`src/rtl/host_tx_pkg.sv`:
```
// Shared types and default widths for the multi-queue host transmit read controller.
package host_tx_pkg;

    typedef enum logic [2:0] {
        StIdle     = 3'd0,
        StArb      = 3'd1,
        StWaitReq  = 3'd2,
        StWaitAck  = 3'd3,
        StWaitData = 3'd4,
        StRelease  = 3'd5
    } read_state_e;

    localparam int unsigned DefNumQ    = 4;
    localparam int unsigned DefQDepth  = 8;
    localparam int unsigned DefBufidW  = 9;
    localparam int unsigned DefInportW = 4;
    localparam int unsigned DefLineW   = 7;

endpackage

```
`src/rtl/host_desc_fifo.sv`:
```
// Single descriptor queue: synchronous FIFO that accepts a push while full
// only when it is popped in the same cycle.
module host_desc_fifo #(
    parameter int unsigned DESC_W  = 13,
    parameter int unsigned Q_DEPTH = 8
) (
    input  logic              i_clk,
    input  logic              i_rst,
    input  logic              i_push,
    input  logic              i_pop,
    input  logic [DESC_W-1:0] iv_din,
    output logic              o_full,
    output logic              o_empty,
    output logic [DESC_W-1:0] ov_dout
);

    localparam int unsigned PTR_W = $clog2(Q_DEPTH);

    logic [DESC_W-1:0] mem_q [Q_DEPTH];
    logic [PTR_W:0]    wptr_q, wptr_d, rptr_q, rptr_d;
    logic              do_push, do_pop;

    // Extra pointer MSB distinguishes full from empty when the indices match.
    assign o_empty = (wptr_q == rptr_q);
    assign o_full  = (wptr_q[PTR_W] != rptr_q[PTR_W]) &&
                     (wptr_q[PTR_W-1:0] == rptr_q[PTR_W-1:0]);
    assign do_pop  = i_pop && !o_empty;
    assign do_push = i_push && (!o_full || do_pop);
    assign ov_dout = mem_q[rptr_q[PTR_W-1:0]];

    always_comb begin
        wptr_d = wptr_q;
        rptr_d = rptr_q;
        if (do_push) wptr_d = wptr_q + 1'b1;
        if (do_pop)  rptr_d = rptr_q + 1'b1;
    end

    always_ff @(posedge i_clk or posedge i_rst) begin
        if (i_rst) begin
            wptr_q <= '0;
            rptr_q <= '0;
        end else begin
            wptr_q <= wptr_d;
            rptr_q <= rptr_d;
        end
    end

    always_ff @(posedge i_clk) begin
        if (do_push) mem_q[wptr_q[PTR_W-1:0]] <= iv_din;
    end

endmodule

```
`src/rtl/host_tx_mq_read_ctrl.sv`:
```
// Multi-queue host transmit read controller: arbitrates descriptor queues and issues
// per-line reads, then releases the buffer. Define HOST_TX_SP_EN for strict priority.
module host_tx_mq_read_ctrl
    import host_tx_pkg::*;
#(
    parameter int unsigned NUM_Q    = DefNumQ,
    parameter int unsigned Q_DEPTH  = DefQDepth,
    parameter int unsigned BUFID_W  = DefBufidW,
    parameter int unsigned INPORT_W = DefInportW,
    parameter int unsigned LINE_W   = DefLineW
) (
    input  logic                        i_clk,
    input  logic                        i_rst,
    input  logic [NUM_Q*(INPORT_W+BUFID_W)-1:0] iv_pkt_descriptor,
    input  logic [NUM_Q-1:0]            iv_pkt_descriptor_wr,
    output logic [NUM_Q-1:0]            ov_pkt_descriptor_ready,
    output logic [NUM_Q-1:0]            o_desc_overflow_pulse,
    input  logic                        i_pkt_rd_req,
    output logic [BUFID_W+LINE_W-1:0]   ov_pkt_raddr,
    output logic                        o_pkt_rd,
    input  logic                        i_pkt_raddr_ack,
    input  logic                        i_pkt_last_cycle_rx,
    output logic [INPORT_W-1:0]         ov_pkt_inport,
    output logic [$clog2(NUM_Q)-1:0]    ov_pkt_qid,
    output logic [BUFID_W-1:0]          ov_pkt_bufid,
    output logic                        o_pkt_bufid_wr,
    input  logic                        i_pkt_bufid_ack,
    output logic                        o_len_err_pulse,
    output logic [2:0]                  ov_read_state
);

    localparam int unsigned DESC_W = INPORT_W + BUFID_W;
    localparam int unsigned QID_W  = $clog2(NUM_Q);
    localparam int unsigned ADDR_W = BUFID_W + LINE_W;

    logic [NUM_Q-1:0]  q_full, q_empty, q_pop;
    logic [DESC_W-1:0] q_dout [NUM_Q];

    for (genvar g = 0; g < NUM_Q; g++) begin : g_queue
        host_desc_fifo #(
            .DESC_W  (DESC_W),
            .Q_DEPTH (Q_DEPTH)
        ) u_fifo (
            .i_clk   (i_clk),
            .i_rst   (i_rst),
            .i_push  (iv_pkt_descriptor_wr[g]),
            .i_pop   (q_pop[g]),
            .iv_din  (iv_pkt_descriptor[g*DESC_W +: DESC_W]),
            .o_full  (q_full[g]),
            .o_empty (q_empty[g]),
            .ov_dout (q_dout[g])
        );
    end

    read_state_e         state_q, state_d;
    logic [LINE_W-1:0]   line_q, line_d;
    logic [ADDR_W-1:0]   raddr_q, raddr_d;
    logic [BUFID_W-1:0]  bufid_q, bufid_d;
    logic [INPORT_W-1:0] inport_q, inport_d;
    logic [QID_W-1:0]    qid_q, qid_d;
    logic                last_pend_q, last_pend_d;
    logic                len_err_q, len_err_d;
    logic [NUM_Q-1:0]    ovf_q, ovf_d;
    logic                grant_found;
    logic [QID_W-1:0]    grant_qid, cand_qid;
    logic [DESC_W-1:0]   grant_desc;
    logic                last_seen;

`ifdef HOST_TX_SP_EN
    always_comb begin
        grant_found = 1'b0;
        grant_qid   = '0;
        cand_qid    = '0;
        for (int i = 0; i < NUM_Q; i++) begin
            cand_qid = QID_W'(i);
            if (!grant_found && !q_empty[cand_qid]) begin
                grant_found = 1'b1;
                grant_qid   = cand_qid;
            end
        end
    end
`else
    logic [QID_W-1:0] rr_ptr_q, rr_ptr_d;

    // Search starts just after the last winner so every queue gets a turn.
    always_comb begin
        grant_found = 1'b0;
        grant_qid   = '0;
        cand_qid    = '0;
        for (int i = 1; i <= NUM_Q; i++) begin
            cand_qid = QID_W'((int'(rr_ptr_q) + i) % int'(NUM_Q));
            if (!grant_found && !q_empty[cand_qid]) begin
                grant_found = 1'b1;
                grant_qid   = cand_qid;
            end
        end
    end

    always_comb begin
        rr_ptr_d = rr_ptr_q;
        if (state_q == StArb && grant_found) rr_ptr_d = grant_qid;
    end

    always_ff @(posedge i_clk or posedge i_rst) begin
        if (i_rst) rr_ptr_q <= QID_W'(NUM_Q - 1);
        else       rr_ptr_q <= rr_ptr_d;
    end
`endif

    assign grant_desc = q_dout[grant_qid];
    assign last_seen  = i_pkt_last_cycle_rx || last_pend_q;
    assign ovf_d      = iv_pkt_descriptor_wr & q_full & ~q_pop;

    always_comb begin
        state_d     = state_q;
        line_d      = line_q;
        raddr_d     = raddr_q;
        bufid_d     = bufid_q;
        inport_d    = inport_q;
        qid_d       = qid_q;
        last_pend_d = last_pend_q;
        len_err_d   = 1'b0;
        q_pop       = '0;
        unique case (state_q)
            StIdle: if (q_empty != '1) state_d = StArb;
            StArb: begin
                if (grant_found) begin
                    q_pop[grant_qid] = 1'b1;
                    bufid_d     = grant_desc[BUFID_W-1:0];
                    inport_d    = grant_desc[DESC_W-1:BUFID_W];
                    qid_d       = grant_qid;
                    line_d      = '0;
                    last_pend_d = 1'b0;
                    state_d     = StWaitReq;
                end else begin
                    state_d = StIdle;
                end
            end
            StWaitReq: begin
                if (i_pkt_last_cycle_rx) last_pend_d = 1'b1;
                if (i_pkt_rd_req) begin
                    raddr_d = {bufid_q, line_q};
                    state_d = StWaitAck;
                end
            end
            StWaitAck: begin
                if (i_pkt_last_cycle_rx) last_pend_d = 1'b1;
                if (i_pkt_raddr_ack) begin
                    line_d  = line_q + 1'b1;
                    state_d = StWaitData;
                end
            end
            StWaitData: begin
                if (last_seen) begin
                    state_d = StRelease;
                end else if (line_q == '0) begin
                    // Counter wrapped: every line index used and still no last.
                    len_err_d = 1'b1;
                    state_d   = StRelease;
                end else if (i_pkt_rd_req) begin
                    raddr_d = {bufid_q, line_q};
                    state_d = StWaitAck;
                end
            end
            StRelease: if (i_pkt_bufid_ack) state_d = StIdle;
            default: state_d = StIdle;
        endcase
    end

    always_ff @(posedge i_clk or posedge i_rst) begin
        if (i_rst) begin
            state_q     <= StIdle;
            line_q      <= '0;
            raddr_q     <= '0;
            bufid_q     <= '0;
            inport_q    <= '0;
            qid_q       <= '0;
            last_pend_q <= 1'b0;
            len_err_q   <= 1'b0;
            ovf_q       <= '0;
        end else begin
            state_q     <= state_d;
            line_q      <= line_d;
            raddr_q     <= raddr_d;
            bufid_q     <= bufid_d;
            inport_q    <= inport_d;
            qid_q       <= qid_d;
            last_pend_q <= last_pend_d;
            len_err_q   <= len_err_d;
            ovf_q       <= ovf_d;
        end
    end

    assign ov_pkt_descriptor_ready = ~q_full;
    assign o_desc_overflow_pulse   = ovf_q;
    assign ov_pkt_raddr            = raddr_q;
    assign o_pkt_rd                = (state_q == StWaitAck);
    assign ov_pkt_inport           = inport_q;
    assign ov_pkt_qid              = qid_q;
    assign ov_pkt_bufid            = bufid_q;
    assign o_pkt_bufid_wr          = (state_q == StRelease);
    assign o_len_err_pulse         = len_err_q;
    assign ov_read_state           = state_q;

endmodule
```
`config.mk`:
```
export PLATFORM = sky130hd
export DESIGN_NAME = host_tx_mq_read_ctrl
export DESIGN_NICKNAME = d
export VERILOG_FILES = /design/src/rtl/host_tx_pkg.sv /design/src/rtl/host_desc_fifo.sv /design/src/rtl/host_tx_mq_read_ctrl.sv
export SDC_FILE = /design/constraint.sdc
export NUM_CORES = 1
export LEC_CHECK = 0
export CORE_MARGIN = 8
export CORE_UTILIZATION = 50
export CTS_BUF_LIST = sky130_fd_sc_hd__clkbuf_16
export DETAILED_ROUTE_END_ITERATION = 8
export GPL_TIMING_DRIVEN = 0
export PLACE_DENSITY = 0.64
export SYNTH_ARGS = -nofsm -noshare
export SYNTH_HDL_FRONTEND = slang
export SYNTH_SLANG_ARGS = --single-unit
export TNS_END_PERCENT = 50
```
`constraint.sdc`:
```
create_clock -name i_clk -period 8.3 [get_ports i_clk]
set_input_delay 2.49 -clock i_clk [delete_from_list [all_inputs] [get_ports i_clk]]
set_output_delay 2.49 -clock i_clk [all_outputs]
set_load 0.005 [all_outputs]
```
==> results by group <==
Route
  – Iteration-0 DRC Markers: 727
  – Total number of vias: ~10000
  – Routed length on met3: 2.335 mm
  – WL met2: between 20 and 25 mm
  – Remaining antenna violation count after routing: 0
  – Via density per instance: 5.704
  – Highest metal layer used by the detailed router: met4
  – Final WL: ~45 mm
  – Number of iterations in the first detailed-routing pass: 4
  – Post-detailed-route wirelength per cell: 24.58 microns
  – DRC: 0
  – DRT met1 WL: around 20 mm

Worst setup path
  – Sort of element at the end of the critical path: output pin
  – CP arrival: about 3.1 ns
  – Launching element type of the critical path: flip-flop
  – Required @ worst endpoint: ~5.8 ns
  – CP Class: flip-flop to output pin
  – Largest incremental delay on the critical path: between 0.7 and 0.8 ns
  – CP bufs+invs: 3
  – Slowest-stage cell, CP: sky130_fd_sc_hd__nor4_1
  – Largest delay share family, worst path: buffers and inverters
  – Critical path peak fanout: 10
  – Chain of cells forming the critical path: clkbuf_1, xor2_1, nor4_1, inv_1, clkdlybuf4s50_1

Power
  – Leakage power: between 0.008 and 0.009 uW
  – Power density over the cells: ~360 nW/um^2
  – Peak supply drop: between 0.15 and 0.2 mV

Finish
  – Post-layout net count: ~1300
  – Final cell utilization of the core: 0.6060
  – Share of post-route cells with drive strength above 1: 0.2555
  – Synthesis-to-finish area growth: 19.45%
  – Inserted Diodes: 0

Placement
  – RePlAce Congestion: between 0.7 and 0.8
  – Hpwl dp: 31.38 mm
  – # port buffers: around 110

Logic synthesis
  – Share of synthesized flip-flops with an asynchronous set or reset: 0.1630
  – Mean post-synth cell area: 18.86 sq um
  – Sequential element share of the synthesized area: 0.7187
  – Number of library cell types mapped by synthesis: 55
  – Flops & latches, synth: 497
  – Synth Warn #: 0
  – Post-synth net total: about 1100
  – Netlist Area Pre-Place: roughly 20000 sq um
  – Post-synth EDFFs: approximately 420
  – Syn Inst Count: roughly 1100
  – Most used flip-flop cell after synthesis: sky130_fd_sc_hd__edfxtp_1

Clocking
  – Clk sinks: roughly 500
  – CTS tree: yes
  – Clk Tree Root Cell: sky130_fd_sc_hd__clkbuf_16
  – Clock latency on the worst-skew pair: between 0.5 and 0.6 ns
  – Cts-stage hold buffer count: 0
  – Cts bufs inserted: about 50
  – Worst-case clock buffer depth: 3
  – Setup repair bufs after CTS: 0
  – H-tree levels: 2
  – Worst-path clk slew: roughly 0.06 ns
  – Count of cells resized by post-cts repair: 0

GRT
  – Global-route wire length before repair: 68.17 mm
  – All-layer global routing usage: 0.1923
  – Number of global-route vias before repair: about 11000
  – Number of antenna violations at the first check in global routing: 0
  – Maximum number of pins on one net before global-route repair: 68
  – Overflow left after global routing: 0

STA
  – Count of pins over their slew limit: 0
  – Worst-case clock skew: around 0.016 ns
  – Final total negative setup slack: 0 ns
  – Final Hold Violating Endpoints: 0
  – Total of endpoints with negative setup slack in the final report: 0
  – Measured slew at the worst slew-check pin: roughly 0.9 ns
  – Worst relative slew slack: 0.3826
  – Minimum clock period after layout: between 5 and 6 ns
  – Max Fclk: 0.1798 GHz
  – RSZ-0062 raised after global routing: false
  – Ratio of final minimum period to clock period: 0.6702

Min path
  – Path category of the worst min-delay check: flip-flop to flip-flop

Floorplan
  – Boundary pin count: 107
  – Area of the die: about 47000 sq um
  – Starting utilization of the core area: 0.5074
  – Std-Cell Rows: 73
  – Y dimension of the die: roughly 220 microns
  – Area of the core region: about 40000 sq um
  – Die X: 217.0 microns

Job
  – # Max-Cap Violations: 0

Status
  – Status: completed
## cells in the mapped netlist, types with 17 or more instances
cell type                  count  area (sq um)
sky130_fd_sc_hd__o211ai_1     22         165.2
sky130_fd_sc_hd__xor2_1       24         210.2
sky130_fd_sc_hd__mux2_2       45         506.7
sky130_fd_sc_hd__xnor2_1      19         166.4
sky130_fd_sc_hd__buf_2        28         140.1
sky130_fd_sc_hd__nor3_1       18         90.09
sky130_fd_sc_hd__edfxtp_1    416         12490
sky130_fd_sc_hd__mux2i_1      39         390.4
sky130_fd_sc_hd__nor2_1       17         63.81
sky130_fd_sc_hd__a21oi_1      22         110.1
sky130_fd_sc_hd__nand2_1      45         168.9
sky130_fd_sc_hd__dfrtp_1      79          1977
sky130_fd_sc_hd__mux4_2      104          2342
sky130_fd_sc_hd__clkbuf_1     28         105.1
## metrics by stage
stage                     area (sq um)  worst slack, ns  total power, uW  hold WS (ns)  instances
after global placement           21920            1.468             6323        0.4797       1702
after global routing             24130            2.599             9022        0.5261       1832
after floorplan                  20200            3.663             5337        0.4617       1071
after CTS                        24130            2.724             8693        0.4988       1832
after detailed placement         22540            3.094             6502        0.4832       1741
final                            24130            2.737             8603        0.4972       1832
## worst paths after layout
path | from | to | slack [ns] | depth (start not counted)
max | g_queue[0].u_fifo.wptr_q[2] | ov_pkt_descriptor_ready[0] | 2.74 | 5
min | g_queue[1].u_fifo.wptr_q[3] | g_queue[1].u_fifo.wptr_q[3] | 0.50 | 1
max reg2reg | g_queue[0].u_fifo.wptr_q[2] | g_queue[3].u_fifo.mem_q[5][4] | 4.42 | 10
min reg2reg | g_queue[1].u_fifo.wptr_q[3] | g_queue[1].u_fifo.wptr_q[3] | 0.50 | 1
max in group asynchronous | i_rst | rr_ptr_q[1] | 5.47 | 3
min in group asynchronous | i_rst | ov_read_state[2] | 2.18 | 2
## registers in the layout (all words and copies together) (netlist names)
| register | flops |
|---|---|
| ov_pkt_qid | 2 |
| last_pend_q | 1 |
| rr_ptr_q | 2 |
| g_queue.u_fifo.mem_q | 416 |
| ov_read_state | 3 |
| ov_pkt_inport | 4 |
| g_queue.u_fifo.rptr_q | 16 |
| g_queue.u_fifo.wptr_q | 16 |
| ov_pkt_bufid | 9 |
| o_len_err_pulse | 1 |
| o_desc_overflow_pulse | 4 |
| line_q | 7 |
| ov_pkt_raddr | 16 |
## layer usage
metal,vias up,track usage
met2,255,0.3025
met4,0,0.06109
met3,59,0.03356
met1,5426,0.2727
met5,-,0
li1,4709,-
## cells by family after synthesis
logic type                 Yosys count  share of synthesized area
and+or+nand+nor                    166                    0.04552
muxes                              190                     0.1614
xor gates and xnor gates            43                    0.01864
DFF                                497                     0.7187
AOI/OAI and AO/OA                   92                    0.03381
adders and majority gates           10                   0.006193
buffers and inverters               73                    0.01567
## final cells by class
class,instances,area [sq um]
Buffer,60,267.8
Clock buffer,53,1326
Clock inverter,38,272.8
Fill cell,2946,15690
Inverter,13,51.30
Multi-Input combinational cell,501,5533
Sequential cell,497,14520
Tap cell,525,656.9
Timing Repair Buffer,145,1505
## placed cells by master (no fill, tap or decap), drive strengths merged, types with 24 or more instances in the layout
cell type	count
buf	71
edfxtp	416
mux4	104
clkdlybuf4s50	106
nand2	45
mux2	47
xor2	24
mux2i	39
clkbuf	81
inv	26
dfrtp	79
## where the power goes
| group | total, uW | internal, uW | leakage [uW] | switching, uW |
|---|---|---|---|---|
| clock | 2180 | 1270 | 0.000837 | 912 |
| combinational | 3010 | 1350 | 0.00258 | 1660 |
| sequential | 3410 | 3200 | 0.00480 | 212 |
## worst reg2reg max path, cell delays in order, from the launching register on
cell	delay, ns
sky130_fd_sc_hd__dfrtp_1	0.36
sky130_fd_sc_hd__clkbuf_1	0.48
sky130_fd_sc_hd__xor2_1	0.17
sky130_fd_sc_hd__nor3_1	0.33
sky130_fd_sc_hd__o2111ai_2	0.27
sky130_fd_sc_hd__nand2_1	0.16
sky130_fd_sc_hd__clkbuf_1	0.51
sky130_fd_sc_hd__a21oi_1	0.16
sky130_fd_sc_hd__buf_2	0.24
sky130_fd_sc_hd__nor3b_2	0.65
sky130_fd_sc_hd__buf_8	0.23
Note: power is estimated with default switching activity, not from simulation.
